<file path="src/rtl/harvard_pkg.sv">
// Constants and types shared across the Harvard system (processor, progmem,
// datamem and the instruction prefetch stage).
package harvard_pkg;

  localparam int ADDR_W  = 8;
  localparam int INSTR_W = 32;
  localparam int STAT_W  = 16;

  localparam logic [ADDR_W-1:0] RESET_PC = 8'h00;

  typedef struct packed {
    logic [ADDR_W-1:0]  pc;
    logic [INSTR_W-1:0] instr;
  } fetch_entry_t;

  function automatic logic [STAT_W-1:0] sat_inc16(input logic [STAT_W-1:0] value);
    if (value == 16'hFFFF) begin
      sat_inc16 = value;
    end else begin
      sat_inc16 = value + 16'h0001;
    end
  endfunction

endpackage

</file>
<file path="src/rtl/instr_prefetch_if.sv">
// Prefetch bus: program-memory read port, redirect request and the
// instruction handshake toward the processor.
interface instr_prefetch_if #(
  parameter int ADDR_W  = harvard_pkg::ADDR_W,
  parameter int INSTR_W = harvard_pkg::INSTR_W
);

  logic [ADDR_W-1:0]  mem_addr;
  logic [INSTR_W-1:0] mem_data;
  logic               redirect;
  logic [ADDR_W-1:0]  redirect_addr;
  logic               instr_valid;
  logic [INSTR_W-1:0] instr;
  logic [ADDR_W-1:0]  instr_pc;
  logic               instr_ready;

  modport master (
    output mem_addr,
    input  mem_data,
    input  redirect,
    input  redirect_addr,
    output instr_valid,
    output instr,
    output instr_pc,
    input  instr_ready
  );

  modport slave (
    input  mem_addr,
    output mem_data,
    output redirect,
    output redirect_addr,
    input  instr_valid,
    input  instr,
    input  instr_pc,
    output instr_ready
  );

endinterface

</file>
<file path="src/rtl/prefetch_fifo.sv">
// Synchronous power-of-two FIFO with flush; the head reads as zero when empty.
module prefetch_fifo #(
  parameter int WIDTH = 40,
  parameter int DEPTH = 4
) (
  input  logic                   clk,
  input  logic                   rst,
  input  logic                   flush,
  input  logic                   push,
  input  logic                   pop,
  input  logic [WIDTH-1:0]       din,
  output logic [WIDTH-1:0]       head,
  output logic [$clog2(DEPTH):0] count
);

  localparam int PTR_W = $clog2(DEPTH);
  localparam int CNT_W = PTR_W + 1;

  logic [WIDTH-1:0] mem_r [DEPTH];
  logic [PTR_W-1:0] rd_ptr_r;
  logic [PTR_W-1:0] wr_ptr_r;
  logic [CNT_W-1:0] count_r;
  logic             do_push_s;
  logic             do_pop_s;

  // Qualify requests against occupancy; flush overrides both
  always_comb begin
    do_push_s = push && (count_r != CNT_W'(DEPTH)) && !flush;
    do_pop_s  = pop && (count_r != {CNT_W{1'b0}}) && !flush;
  end

  // Pointers and occupancy; pointers wrap naturally at DEPTH
  always_ff @(posedge clk or posedge rst) begin
    if (rst) begin
      rd_ptr_r <= {PTR_W{1'b0}};
      wr_ptr_r <= {PTR_W{1'b0}};
      count_r  <= {CNT_W{1'b0}};
    end else if (flush) begin
      rd_ptr_r <= {PTR_W{1'b0}};
      wr_ptr_r <= {PTR_W{1'b0}};
      count_r  <= {CNT_W{1'b0}};
    end else begin
      wr_ptr_r <= do_push_s ? wr_ptr_r + {{(PTR_W-1){1'b0}}, 1'b1} : wr_ptr_r;
      rd_ptr_r <= do_pop_s  ? rd_ptr_r + {{(PTR_W-1){1'b0}}, 1'b1} : rd_ptr_r;
      case ({do_push_s, do_pop_s})
        2'b10:   count_r <= count_r + {{(CNT_W-1){1'b0}}, 1'b1};
        2'b01:   count_r <= count_r - {{(CNT_W-1){1'b0}}, 1'b1};
        default: count_r <= count_r;
      endcase
    end
  end

  // Storage is not reset: an empty queue masks whatever it holds
  always_ff @(posedge clk) begin
    if (do_push_s) begin
      mem_r[wr_ptr_r] <= din;
    end
  end

  // Head entry, forced to zero when empty
  always_comb begin
    if (count_r != {CNT_W{1'b0}}) begin
      head = mem_r[rd_ptr_r];
    end else begin
      head = {WIDTH{1'b0}};
    end
  end

  assign count = count_r;

endmodule

</file>
<file path="src/rtl/instr_prefetch.sv">
// Instruction prefetch stage: owns the fetch PC, queues {pc, instr} pairs and
// serves redirects. Optional PREFETCH_STATS_EN adds stall/flush counters.
module instr_prefetch #(
  parameter int ADDR_W  = harvard_pkg::ADDR_W,
  parameter int INSTR_W = harvard_pkg::INSTR_W,
  parameter int DEPTH   = 4
) (
  input  logic                   clk,
  input  logic                   rst,
  instr_prefetch_if.master       bus,
  output logic [$clog2(DEPTH):0] count
`ifdef PREFETCH_STATS_EN
  ,
  output logic [15:0]            stall_cnt,
  output logic [15:0]            flush_cnt
`endif
);

  localparam int CNT_W   = $clog2(DEPTH) + 1;
  localparam int ENTRY_W = ADDR_W + INSTR_W;

  logic [ADDR_W-1:0]  fetch_pc_r;
  logic [CNT_W-1:0]   count_s;
  logic [ENTRY_W-1:0] head_s;
  logic               full_s;
  logic               push_s;
  logic               pop_s;

  // Fetch whenever there is room; a redirect suppresses both push and pop
  always_comb begin
    full_s = (count_s == CNT_W'(DEPTH));
    if (bus.redirect) begin
      push_s = 1'b0;
      pop_s  = 1'b0;
    end else begin
      push_s = !full_s;
      pop_s  = (count_s != {CNT_W{1'b0}}) && bus.instr_ready;
    end
  end

  // Fetch PC: redirect target wins, otherwise advance on each push
  always_ff @(posedge clk or posedge rst) begin
    if (rst) begin
      fetch_pc_r <= ADDR_W'(harvard_pkg::RESET_PC);
    end else if (bus.redirect) begin
      fetch_pc_r <= bus.redirect_addr;
    end else if (push_s) begin
      fetch_pc_r <= fetch_pc_r + {{(ADDR_W-1){1'b0}}, 1'b1};
    end else begin
      fetch_pc_r <= fetch_pc_r;
    end
  end

  prefetch_fifo #(
    .WIDTH (ENTRY_W),
    .DEPTH (DEPTH)
  ) u_fifo (
    .clk   (clk),
    .rst   (rst),
    .flush (bus.redirect),
    .push  (push_s),
    .pop   (pop_s),
    .din   ({fetch_pc_r, bus.mem_data}),
    .head  (head_s),
    .count (count_s)
  );

  assign bus.mem_addr    = fetch_pc_r;
  assign bus.instr_valid = (count_s != {CNT_W{1'b0}});
  assign bus.instr_pc    = head_s[ENTRY_W-1:INSTR_W];
  assign bus.instr       = head_s[INSTR_W-1:0];
  assign count           = count_s;

`ifdef PREFETCH_STATS_EN
  // Saturating activity counters
  always_ff @(posedge clk or posedge rst) begin
    if (rst) begin
      stall_cnt <= 16'h0000;
      flush_cnt <= 16'h0000;
    end else begin
      if (full_s && !bus.instr_ready) begin
        stall_cnt <= harvard_pkg::sat_inc16(stall_cnt);
      end else begin
        stall_cnt <= stall_cnt;
      end
      if (bus.redirect) begin
        flush_cnt <= harvard_pkg::sat_inc16(flush_cnt);
      end else begin
        flush_cnt <= flush_cnt;
      end
    end
  end
`endif

endmodule

</file>
<file path="src/flat_wrapper.sv">
// flat-port wrapper written by rule: the top's interface ports become plain ports
module instr_prefetch_flat 
#(
  parameter int ADDR_W  = harvard_pkg::ADDR_W,
  parameter int INSTR_W = harvard_pkg::INSTR_W,
  parameter int DEPTH   = 4
)
  (clk, rst, count, bus_mem_addr, bus_mem_data, bus_redirect, bus_redirect_addr, bus_instr_valid, bus_instr, bus_instr_pc, bus_instr_ready);
  instr_prefetch_if #(.ADDR_W(ADDR_W), .INSTR_W(INSTR_W)) bus_i ();
  input  logic clk;
  input  logic rst;
  output logic [$clog2(DEPTH):0] count;
  output wire logic [$bits(bus_i.mem_addr)-1:0] bus_mem_addr;
  input wire logic [$bits(bus_i.mem_data)-1:0] bus_mem_data;
  input wire logic [$bits(bus_i.redirect)-1:0] bus_redirect;
  input wire logic [$bits(bus_i.redirect_addr)-1:0] bus_redirect_addr;
  output wire logic [$bits(bus_i.instr_valid)-1:0] bus_instr_valid;
  output wire logic [$bits(bus_i.instr)-1:0] bus_instr;
  output wire logic [$bits(bus_i.instr_pc)-1:0] bus_instr_pc;
  input wire logic [$bits(bus_i.instr_ready)-1:0] bus_instr_ready;
  assign bus_mem_addr = bus_i.mem_addr;
  assign bus_i.mem_data = bus_mem_data;
  assign bus_i.redirect = bus_redirect;
  assign bus_i.redirect_addr = bus_redirect_addr;
  assign bus_instr_valid = bus_i.instr_valid;
  assign bus_instr = bus_i.instr;
  assign bus_instr_pc = bus_i.instr_pc;
  assign bus_i.instr_ready = bus_instr_ready;
  instr_prefetch #(.ADDR_W(ADDR_W), .INSTR_W(INSTR_W), .DEPTH(DEPTH)) u_core (.clk(clk), .rst(rst), .bus(bus_i), .count(count));
endmodule
</file>
<file path="config.mk">
export PLATFORM = sky130hd
export DESIGN_NAME = instr_prefetch_flat
export DESIGN_NICKNAME = d
export VERILOG_FILES = /design/src/rtl/harvard_pkg.sv /design/src/rtl/instr_prefetch_if.sv /design/src/rtl/prefetch_fifo.sv /design/src/rtl/instr_prefetch.sv /design/src/flat_wrapper.sv
export SDC_FILE = /design/constraint.sdc
export NUM_CORES = 1
export LEC_CHECK = 0
export ABC_CLOCK_PERIOD_IN_PS = 6000
export CAP_MARGIN = 5
export CORE_UTILIZATION = 55
export CTS_BUF_LIST = sky130_fd_sc_hd__clkbuf_4 sky130_fd_sc_hd__clkbuf_8
export DETAILED_ROUTE_END_ITERATION = 10
export GPL_ROUTABILITY_DRIVEN = 0
export PLACE_DENSITY_LB_ADDON = 0.3
export SLEW_MARGIN = 20
export SYNTH_ARGS = -nofsm -noshare
export SYNTH_HDL_FRONTEND = slang
export SYNTH_HIERARCHICAL = 1
export SYNTH_SLANG_ARGS = --single-unit
export TNS_END_PERCENT = 10
</file>
<file path="constraint.sdc">
create_clock -name clk -period 6 [get_ports clk]
set_clock_uncertainty 0.15 [all_clocks]
set_input_delay 1.2 -clock clk [delete_from_list [all_inputs] [get_ports clk]]
set_output_delay 1.2 -clock clk [all_outputs]
set_load 0.01 [all_outputs]
</file>
== Yosys cells after proc, flatten, opt, wreduce, memory -nomap -nowiden ==
Memories as Yosys holds them, arrays and structs flattened.
Cells that the tools add are included.
Storage, ports and cells
  register bits after elaboration: 15
  memories kept: 1
  logic and storage cells: 39
  memory bits (read-only): 0
  bits in latches: 0
  RAM bits: 160
  bits of input ports: 44
Memories
  u_core.u_fifo.mem_r: words 4, bits a word 40, rd ports 1, clocked after memory_dff 0, wr ports 1, line prefetch_fifo.sv:19  | logic [WIDTH-1:0] mem_r [DEPTH];
Operators by class
  shift operators: 0
  reductions and logical operators: 12
  order comparisons: 0
  mux-type cells: 13
  add/subtract/negate cells: 5
  bitwise logic cells: 0
  divide/modulo/power cells: 0
  equality and inequality tests: 4
  multipliers: 0
Operators by type and width (number)
  2-to-1 mux 40 bit: 1
  2-to-1 mux 8 bit: 2
  adder 8 x 1 -> 8 bit (second input constant): 1
  2-to-1 mux 2 bit: 4
  one-hot mux 3 bit (2 select lines): 1
  nonzero test 2 bit: 3
  nonzero test 3 bit: 2
  logical AND 1 bit: 5
  adder 2 x 1 -> 2 bit (second input constant): 2
  2-to-1 mux 1 bit: 4
  adder 3 x 1 -> 3 bit (second input constant): 1
  equality test 3 bit (second input constant): 1
  2-to-1 mux 3 bit: 1
  != test 3 bit (second input constant): 1
  subtractor 3 x 1 -> 3 bit (second input constant): 1
  equality test 2 x 1 -> 1 bit (second input constant): 1
  equality test 2 bit (second input constant): 1
  logical NOT 1 bit: 2

== Depth between registers and ports, before layout ==
Gate-level depths: netlist (run 1).
  depth in word-level cells: 8
  mapped depth: 10
  depth with buffers taken out: 8

== Cells and area by module ==
Netlist (run 1), hierarchy kept.
Modules (own cells, without submodules)
  prefetch_fifo: area an instance 6646.4 um^2, instances 1, cells an instance 320
  instr_prefetch: area an instance 488.0 um^2, instances 1, cells an instance 53

== Worst setup path before layout (run 1) ==
OpenSTA, ideal clock, no wires.
  path type: in2reg
  start: input bus_redirect
  end: register u_core.u_fifo.count_r[1] (netlist: u_core/u_fifo/count[1])
  cell stages on the path: 9
  setup time: 126 ps
  path slack: 2543 ps
  arrival time: 3181 ps
  cell sequence: buf_4 clkinv_1 and3_1 buf_2 o31ai_1 nor3b_1 fa_1 a32o_1 a221o_1
Between the ends
  word-level cells in the longest chain between the ends: 6
  elaborated cells on any way between the ends: 12
  classes of those cells: 2 x eq/ne; 4 x mux; 6 x reduce/logical
RTL lines
  from (decl): line flat_wrapper.sv:15  | input wire logic [$bits(bus_i.redirect)-1:0] bus_redirect;
  2-to-1 mux 1 bit (*): line instr_prefetch.sv:32  | if (bus.redirect) begin
  named net u_core.pop_s: line instr_prefetch.sv:27  | logic pop_s;
  logical AND 1 bit (*) (2 in a row): line prefetch_fifo.sv:29  | do_pop_s = pop && (count_r != {CNT_W{1'b0}}) && !flush;
  equality test 2 x 1 -> 1 bit / equality test 2 bit (equally long branches): line prefetch_fifo.sv:45  | case ({do_push_s, do_pop_s})
  one-hot mux 3 bit (2 select lines): line prefetch_fifo.sv:45
  2-to-1 mux 3 bit: line prefetch_fifo.sv:38  | end else if (flush) begin
  to (signal assigned): line prefetch_fifo.sv:37  | count_r <= {CNT_W{1'b0}};
  to (signal assigned): line prefetch_fifo.sv:46  | 2'b10: count_r <= count_r + {{(CNT_W-1){1'b0}}, 1'b1};
  to (signal assigned): line prefetch_fifo.sv:47  | 2'b01: count_r <= count_r - {{(CNT_W-1){1'b0}}, 1'b1};
  to (decl): line prefetch_fifo.sv:22  | logic [CNT_W-1:0] count_r;
Mark *: on every way through the listed nets, which the timed path passes. The rest lies on a longest branch.
A chain may end at the register's enable or synchronous reset.

== Final worst setup path (run 1) ==
  start: input bus_redirect
  end: memory u_core.u_fifo.mem_r[0][9] (enable)
Between the ends
  word-level cells in the longest chain between the ends: 5
  elaborated cells on any way between the ends: 6
  classes of those cells: 3 x mux; 3 x reduce/logical
RTL lines
  2-to-1 mux 1 bit: line instr_prefetch.sv:32
  named net u_core.push_s: line instr_prefetch.sv:26  | logic push_s;
  logical AND 1 bit (2 in a row): line prefetch_fifo.sv:28  | do_push_s = push && (count_r != CNT_W'(DEPTH)) && !flush;
  2-to-1 mux 1 bit: line prefetch_fifo.sv:55  | if (do_push_s) begin
  2-to-1 mux 1 bit (implied by the code): line prefetch_fifo.sv:56  | mem_r[wr_ptr_r] <= din;
  to (decl): line prefetch_fifo.sv:19
The timed path passes the listed nets, and every way through them passes these cells.

==> results of run 1 <==
## flip-flops by register name, indices dropped and copies added (netlist names)
| signal | count |
|---|---|
| u_core/u_fifo/rd_ptr_r | 2 |
| u_core/u_fifo/count | 3 |
| u_core/u_fifo/wr_ptr_r | 2 |
| u_core/bus.mem_addr | 8 |
| u_core/u_fifo/mem_r | 160 |
## synth_stat cells (4+ instances only)
| master | count |
|---|---|
| nand2_1 | 7 |
| o211ai_1 | 4 |
| nor2_1 | 7 |
| clkbuf_1 | 7 |
| a21oi_1 | 4 |
| ha_1 | 5 |
| o31ai_1 | 4 |
| nor2b_1 | 41 |
| buf_2 | 6 |
| mux4_2 | 40 |
| or4_1 | 5 |
| inv_1 | 7 |
| o21ai_0 | 6 |
| dfrtp_1 | 15 |
| and2_1 | 5 |
| nand3_1 | 6 |
| buf_6 | 5 |
| edfxtp_1 | 160 |
## layer usage
layer,routed length [µm],global-route usage
met2,6008,0.3131
met5,0,0
met1,5132,0.2529
met3,710,0.04655
met4,159,0.07778
## final timing paths
path / start / endpoint / slack, ps / depth (start not counted)
worst min register to register: u_core/u_fifo/wr_ptr_r[1] / u_core/u_fifo/wr_ptr_r[1] / 460 / 2
min in group asynchronous: rst / u_core/bus.mem_addr[1] / 880 / 2
worst min-delay path: u_core/u_fifo/wr_ptr_r[1] / u_core/u_fifo/wr_ptr_r[1] / 460 / 2
worst max register to register: u_core/u_fifo/count[1] / u_core/u_fifo/mem_r[0][9] / 2270 / 5
max in group asynchronous: rst / u_core/u_fifo/rd_ptr_r[0] / 4560 / 2
worst max-delay path: bus_redirect / u_core/u_fifo/mem_r[0][9] / 1500 / 5
## critical path, cell delays in order
cell,delay [ps]
clkdlybuf4s50_1,790
nor2_1,740
inv_1,180
nor3_1,490
and2_2,980
## power by group through the flow
stage / clock, µW / combinational (µW) / sequential [µW]
finish: 824 / 282 / 1410
global placement: 0 / 278 / 1440
floorplan: 0 / 139 / 1430
CTS: 840 / 286 / 1410
detailed placement: 0 / 285 / 1440
global route: 888 / 306 / 1420
## metrics by stage
| stage | total power, µW | util | cell area, µm² |
|---|---|---|---|
| 2_1_floorplan | 1570 | - | 7134 |
| 3_3_place_gp | 1717 | 0.6489 | 8189 |
| 4_1_cts | 2541 | 0.6827 | 8616 |
| 3_5_place_dp | 1727 | 0.6489 | 8189 |
| 6_report | 2520 | 0.6827 | 8616 |
| 5_1_grt | 2614 | 0.6827 | 8616 |
## logic make-up after synthesis
| group | Yosys count | share of synthesized area |
|---|---|---|
| multiplexers | 42 | 0.1293 |
| buffers and inverters | 30 | 0.02385 |
| AND/OR/NAND/NOR | 87 | 0.07542 |
| flip-flops | 175 | 0.7261 |
| adder cells (fa/ha/maj) | 6 | 0.01157 |
| AO/OA/AOI/OAI | 29 | 0.02894 |
| XOR/XNOR | 4 | 0.004911 |
## cell type report
cell class,count,area [µm²]
clock inverters,7,101.3
inverters,8,30.03
repair buffers,97,965.9
well taps,172,215.2
fillers,844,4004
flip-flops and latches,175,5182
multi-input cells,168,1795
clock buffers,25,325.3
==> impl_metrics.toml, run 1 <==
[place]
dp.cells = 620
hpwl_mm = 7.148
portBuffers = 95
pre_cts_slack_ps = 1059

[floorplanning]
start_util = 0.5653
io_pins = 96
die_area_um2 = 13430
fp.dieW_um = 115.9
num_rows = 41
die_h_um = 115.9
core_area_um2 = 12620

[power_and_ir_drop]
ir_drop_uv = 155.2
p_clk_frac = 0.327
power.share.sequential = 0.561
p_per_area_nw_per_um2 = 292.5
switching_share = 0.2168
pwr-share-comb = 0.112
internal-power_uw = 1974
p_sw_uw = 546.4
leakagePower_uw = 0.002725

[routing]
final_antenna_net_count = 0
drc = 0
vias = 3642
via_per_inst = 5.586
drt_iter0_markers = 268
routed_wl_mm = 12.01
drtPass1Iterations = 5
wl_per_cell_um = 18.42

[logic_synthesis]
synth_nets = 423
ys_seq_area_frac = 0.7261
synth_ff_type = "edfxtp_1"
postSynth.asyncResetShare = 0.08571
syn_avg_cell_area_um2 = 19.13
synth_cell_types = 47
syn-cell-area_um2 = 7134
synth_enable_flop_cells = 160
ys_warn_count = 6
postSynthCellCount = 373
yosysTopAreaCellShare = 0.6734
synth.area.top_cells = "edfxtp_1 (67%), mux4_2 (13%), dfrtp_1 (5.3%)"
synth_area_leader_cell = "edfxtp_1"
ys_seq_elements = 175

[timing]
worstMarginPinSlew_ps = 1094
slew_violations = 0
fin_crit_ps = 4504
hold_viol_final = 0
slew-limit-headroom = 0.2708
timing.final.ws_setup_ps = 1496
final-setup-viol-count = 0
final.setup.tns_ps = 0
min_period_over_period = 0.7506
fmax_mhz = 222.0
holdWs_ps = 462.8
rsz0062_at_grt = "false"

[global_routing]
antenna_found_initial = 0
grt_pass1_wl_mm = 18.49
track_usage = 0.1925
grt-ovfl-total = 0
grt_max_degree = 42
grt_pass1_vias = 3594

[cells_and_area]
final_nets = 517
final_cell_mix = "edfxtp_1 (160), clkdlybuf4s50_1 (95), nor2b_1 (41)"
drive_above_1_share = 0.1833
final_common_cell = "edfxtp_1"
final_cells = 652
antennaDiodeCount = 0
syn_to_final_growth_pct = 20.76

[clocking]
root_buffer = "clkbuf_8"
ctsHoldBuffers = 0
cts_made_buffers = 17
cts_tree = "done"
cts.repair.resized = 0
cts_num_sinks = 175
clk_latency_ps = 440
path_clk_slew_ps = 80
cts_max_level = 4
postCtsSetupRepairBufs = 0
clk_path_buf_depth = 2

[setup_path]
cp_data_required_time_ps = 5900
crit_path_end_kind = "register"
arrival_ps = 4400
path_class = "input pin to register"
crit_fanout = 40
setup.worst_path.start_class = "input pin"

[outcome]
status = "finished clean"

[run]
drv_cap = 0

[hold_path]
hp-class = "register to register"
Power figures use the tool's default switching activity.
==> run 2, diff against run 1 <==
ABC_CLOCK_PERIOD_IN_PS = 4200   (was 6000)
clock period = 4.2 ns   (was 6 ns; I/O delays follow)
==> impl_metrics.toml, run 2 (synthesized netlist as in run 1, its figures left out) <==
[outcome]
status = "finished clean"

[clocking]
cts.repair.resized = 0
ctsHoldBuffers = 0
root_buffer = "clkbuf_8"
cts_num_sinks = 175
path_clk_slew_ps = 80
clk_path_buf_depth = 2
cts_tree = "done"
postCtsSetupRepairBufs = 0
cts_max_level = 4
cts_made_buffers = 17
clk_latency_ps = 440

[hold_path]
hp-start = "u_core/u_fifo/wr_ptr_r[1]"
hold_path_depth = 2
hp-class = "register to register"
hold-path-endpoint = "u_core/u_fifo/wr_ptr_r[1]"

[timing]
min_period_over_period = 0.8456
slew_violations = 0
fmax_mhz = 281.6
final-setup-viol-count = 0
worstMarginPinSlew_ps = 631.4
rsz0062_at_grt = "false"
hold_viol_final = 0
final.setup.tns_ps = 0
slew-limit-headroom = 0.5790
fin_crit_ps = 3552
holdWs_ps = 454.2

[setup_path]
cp_data_required_time_ps = 3210
crit_path_end_kind = "primary output"
cp_top_family = "buffers and inverters"
crit_fanout = 13
setup.worst_path.start_class = "register"
cpPeakStageDelay_ps = 640
rr_startpoint = "u_core/u_fifo/count[1]"
path_buf_inv = 2
timing.rr.end = "u_core/u_fifo/count[1]"
path_depth = 4
slowest_stage = "dfrtp_2"
path_class = "register to primary output"
r2r_cells = 7
path_cells = "buf_4 > mux4_2 > nor2b_1 > clkdlybuf4s50_1"
arrival_ps = 2560
r2r_slack_ps = 940

[routing]
drt_iter0_markers = 206
drc = 0
via_per_inst = 5.515
final_antenna_net_count = 0
wl_per_cell_um = 18.89
routed_wl_mm = 12.58
drtPass1Iterations = 4
vias = 3673

[cells_and_area]
final_common_cell = "edfxtp_1"
antennaDiodeCount = 0
fin_util = 0.6930
syn_to_final_growth_pct = 22.59
drive_above_1_share = 0.2045
regMostFlops = "u_core/u_fifo/mem_r"
largest_register_ffs = 160
final_cells = 666
fillers = 848
final_cell_mix = "edfxtp_1 (160), clkdlybuf4s50_1 (95), nor2b_1 (41)"
final_nets = 531
final_cell_area_um2 = 8746

[power_and_ir_drop]
p_clk_frac = 0.324
ir_drop_uv = 275.6
power.share.sequential = 0.560
pwr-share-comb = 0.116
leakagePower_uw = 0.002795
internal-power_uw = 2798
switching_share = 0.2235
p_sw_uw = 805.4
p_per_area_nw_per_um2 = 412.0

[global_routing]
grt_pass1_wl_mm = 19.84
track_usage = 0.2071
grt_pass1_vias = 3892
grt-ovfl-total = 0
grt_max_degree = 41
antenna_found_initial = 0

[place]
hpwl_mm = 8.149
dpl-instance-area_um2 = 8332
portBuffers = 95
dp.cells = 634

[run]
drv_cap = 0

[floorplanning]
io_pins = 96
num_rows = 41
fp.dieW_um = 115.9
start_util = 0.5653
die_area_um2 = 13430
die_h_um = 115.9
core_area_um2 = 12620
run 2: final cells by class:
class / count / area (µm²) / share of cell area
Sequential cell: 175 / 5182 / 0.5926
Multi-Input combinational cell: 168 / 1795 / 0.2053
Timing Repair Buffer: 111 / 1109 / 0.1268
Clock buffer: 19 / 249.0 / 0.02847
Tap cell: 172 / 215.2 / 0.02461
Clock inverter: 13 / 165.2 / 0.01888
Inverter: 8 / 30.03 / 0.003433
run 2: worst max path at each step:
| stage | slack [ps] | start | end |
|---|---|---|---|
| floorplan | 1100 | bus_redirect | u_core/u_fifo/count[1] |
| global placement | 580 | bus_redirect | u_core/u_fifo/count[1] |
| detailed placement | 400 | bus_redirect | u_core/u_fifo/count[1] |
| CTS | 560 | u_core/u_fifo/rd_ptr_r[0] | bus_instr[5] |
| global route | 470 | u_core/u_fifo/rd_ptr_r[0] | bus_instr_pc[1] |
| finish | 650 | u_core/u_fifo/rd_ptr_r[0] | bus_instr_pc[1] |
run 2: stage by stage:
stage	worst slack, ps	power, µW
final	648.4	3604
after global routing	471.0	3735
after CTS	556.7	3644
after detailed placement	401.4	2482
after global placement	575.6	2468
after floorplan	1103	2243
run 2: worst reg2reg max path, delay by kind of cell (launching register included):
family	cells	cell delay, ps
compound gates	3	740
fa+ha+maj	1	500
flops	1	610
simple gates	3	1130
run 2: routing by layer:
metal / global-route usage / wire length (µm)
met1: 0.2508 / 5260
met2: 0.3607 / 6550
met3: 0.05701 / 616
met4: 0.06923 / 156
met5: 0 / 0
run 2: power by group through the flow:
stage	clock [µW]	combinational [µW]	sequential [µW]
after floorplan	0	199	2040
after global placement	0	414	2050
after detailed placement	0	423	2060
after CTS	1200	425	2020
after global routing	1250	455	2030
final	1170	419	2020
==> run 3, diff against run 2 <==
ABC_CLOCK_PERIOD_IN_PS = 3500   (was 4200)
clock period = 3.5 ns   (was 4.2 ns; I/O delays follow)
==> impl_metrics.toml, run 3 (synthesized netlist as in run 1, its figures left out) <==
[outcome]
status = "finished clean"

[setup_path]
crit_fanout = 22
crit_path_end_kind = "primary output"
cp_data_required_time_ps = 2650
r2r_slack_ps = 560
timing.rr.end = "u_core/u_fifo/count[1]"
r2r_cells = 7
slowest_stage = "dfrtp_2"
rr_startpoint = "u_core/u_fifo/count[0]"
arrival_ps = 2480
path_class = "register to primary output"
cpPeakStageDelay_ps = 590
path_cells = "buf_12 > mux4_2 > nor2b_1 > clkdlybuf4s50_1"
cp_top_family = "buffers and inverters"
setup.worst_path.start_class = "register"
path_buf_inv = 2

[cells_and_area]
largest_register_ffs = 160
antennaDiodeCount = 0
syn_to_final_growth_pct = 23.92
fillers = 828
final_common_cell = "edfxtp_1"
final_cell_area_um2 = 8841
drive_above_1_share = 0.2056
layout.area.seq_um2 = 5182
final_nets = 534
fin_util = 0.7006
final_cell_mix = "edfxtp_1 (160), clkdlybuf4s50_1 (95), nor2b_1 (41)"
multiInputGateArea_um2 = 1795
regMostFlops = "u_core/u_fifo/mem_r"

[floorplanning]
die_h_um = 115.9
num_rows = 41
core_area_um2 = 12620
die_area_um2 = 13430
io_pins = 96
start_util = 0.5653
fp.dieW_um = 115.9

[global_routing]
track_usage = 0.1996
top_usage_layer = "met2"
grt_max_degree = 41
antenna_found_initial = 0
grtUsageMet1 = 0.2568
grt_pass1_vias = 3657
grtUsageMet3 = 0.04864
gr-usage-met2 = 0.3306
grt-ovfl-total = 0
grt_pass1_wl_mm = 19.21

[power_and_ir_drop]
ir_drop_uv = 478.1
total_power_uw = 4435
p_per_area_nw_per_um2 = 501.6
leakagePower_uw = 0.002849

[routing]
drtPass1Iterations = 4
final_antenna_net_count = 0
drt_iter0_markers = 283
wl_per_cell_um = 18.72
routed_wl_mm = 12.50
vias = 3717
via_per_inst = 5.564
drc = 0

[hold_path]
hp-class = "input pin to asynchronous set/reset pin"

[place]
portBuffers = 95
hpwl_mm = 7.659
dpl-instance-area_um2 = 8404

[clocking]
cts_max_level = 4
cts_tree = "done"
path_clk_slew_ps = 80
ctsHoldBuffers = 0
cts_made_buffers = 17
cts_num_sinks = 175
clk_path_buf_depth = 2
clk_latency_ps = 440
postCtsSetupRepairBufs = 0
cts.repair.resized = 0
root_buffer = "clkbuf_8"

[timing]
fin_crit_ps = 3335
final.setup.tns_ps = 0
slew_violations = 0
final-setup-viol-count = 0
rsz0062_at_grt = "false"
worstMarginPinSlew_ps = 584.1
min_period_over_period = 0.9528
fmax_mhz = 299.9
slew-limit-headroom = 0.6102
hold_viol_final = 0

[run]
drv_cap = 0
## run 3: changes by cell type in the layout (fill, tap and decap cells not counted), sizes merged
cell,before,now
clkinvlp,3,0
buf,16,19
clkinv,7,9
bufinv,3,5
inv,8,7
clkbuf,19,18
## run 3: where the power goes
| part | switching [µW] | internal, µW | total, µW |
|---|---|---|---|
| Clock | 651 | 845 | 1500 |
| Combinational | 244 | 285 | 528 |
| Sequential | 47.8 | 2360 | 2410 |
## run 3: area by class of cell
type | count | share of cell area
tap | 172 | 0.02434
inverter | 8 | 0.003397
clock inverter | 13 | 0.02208
multi-input combinational | 168 | 0.2031
timing repair buffer | 114 | 0.1336
sequential | 175 | 0.5862
clock buffer | 18 | 0.02731
## run 3: worst max path at each step
stage	from	endpoint	slack (ps)	depth (start not counted)
floorplan	bus_redirect	u_core/u_fifo/count[1]	540	9
global placement	bus_redirect	u_core/u_fifo/count[1]	480	8
detailed placement	bus_redirect	u_core/u_fifo/count[1]	420	8
CTS	u_core/u_fifo/rd_ptr_r[0]	bus_instr_pc[6]	70	4
global route	u_core/u_fifo/rd_ptr_r[0]	bus_instr_pc[2]	20	4
finish	u_core/u_fifo/rd_ptr_r[0]	bus_instr_pc[6]	170	4
## run 3: through the flow
stage	hold slack [ps]	setup slack [ps]	cells
6_report	383.8	165.1	668
2_1_floorplan	353.4	542.6	373
3_5_place_dp	441.5	422.8	637
3_3_place_gp	441.5	483.8	637
5_1_grt	400.2	22.84	668
4_1_cts	356.8	67.19	668
## run 3: routing by layer
metal | wire length, µm | share of wire
met4 | 172 | 0.014
met3 | 527 | 0.042
met5 | 0 | 0
met1 | 5532 | 0.44
met2 | 6270 | 0.50
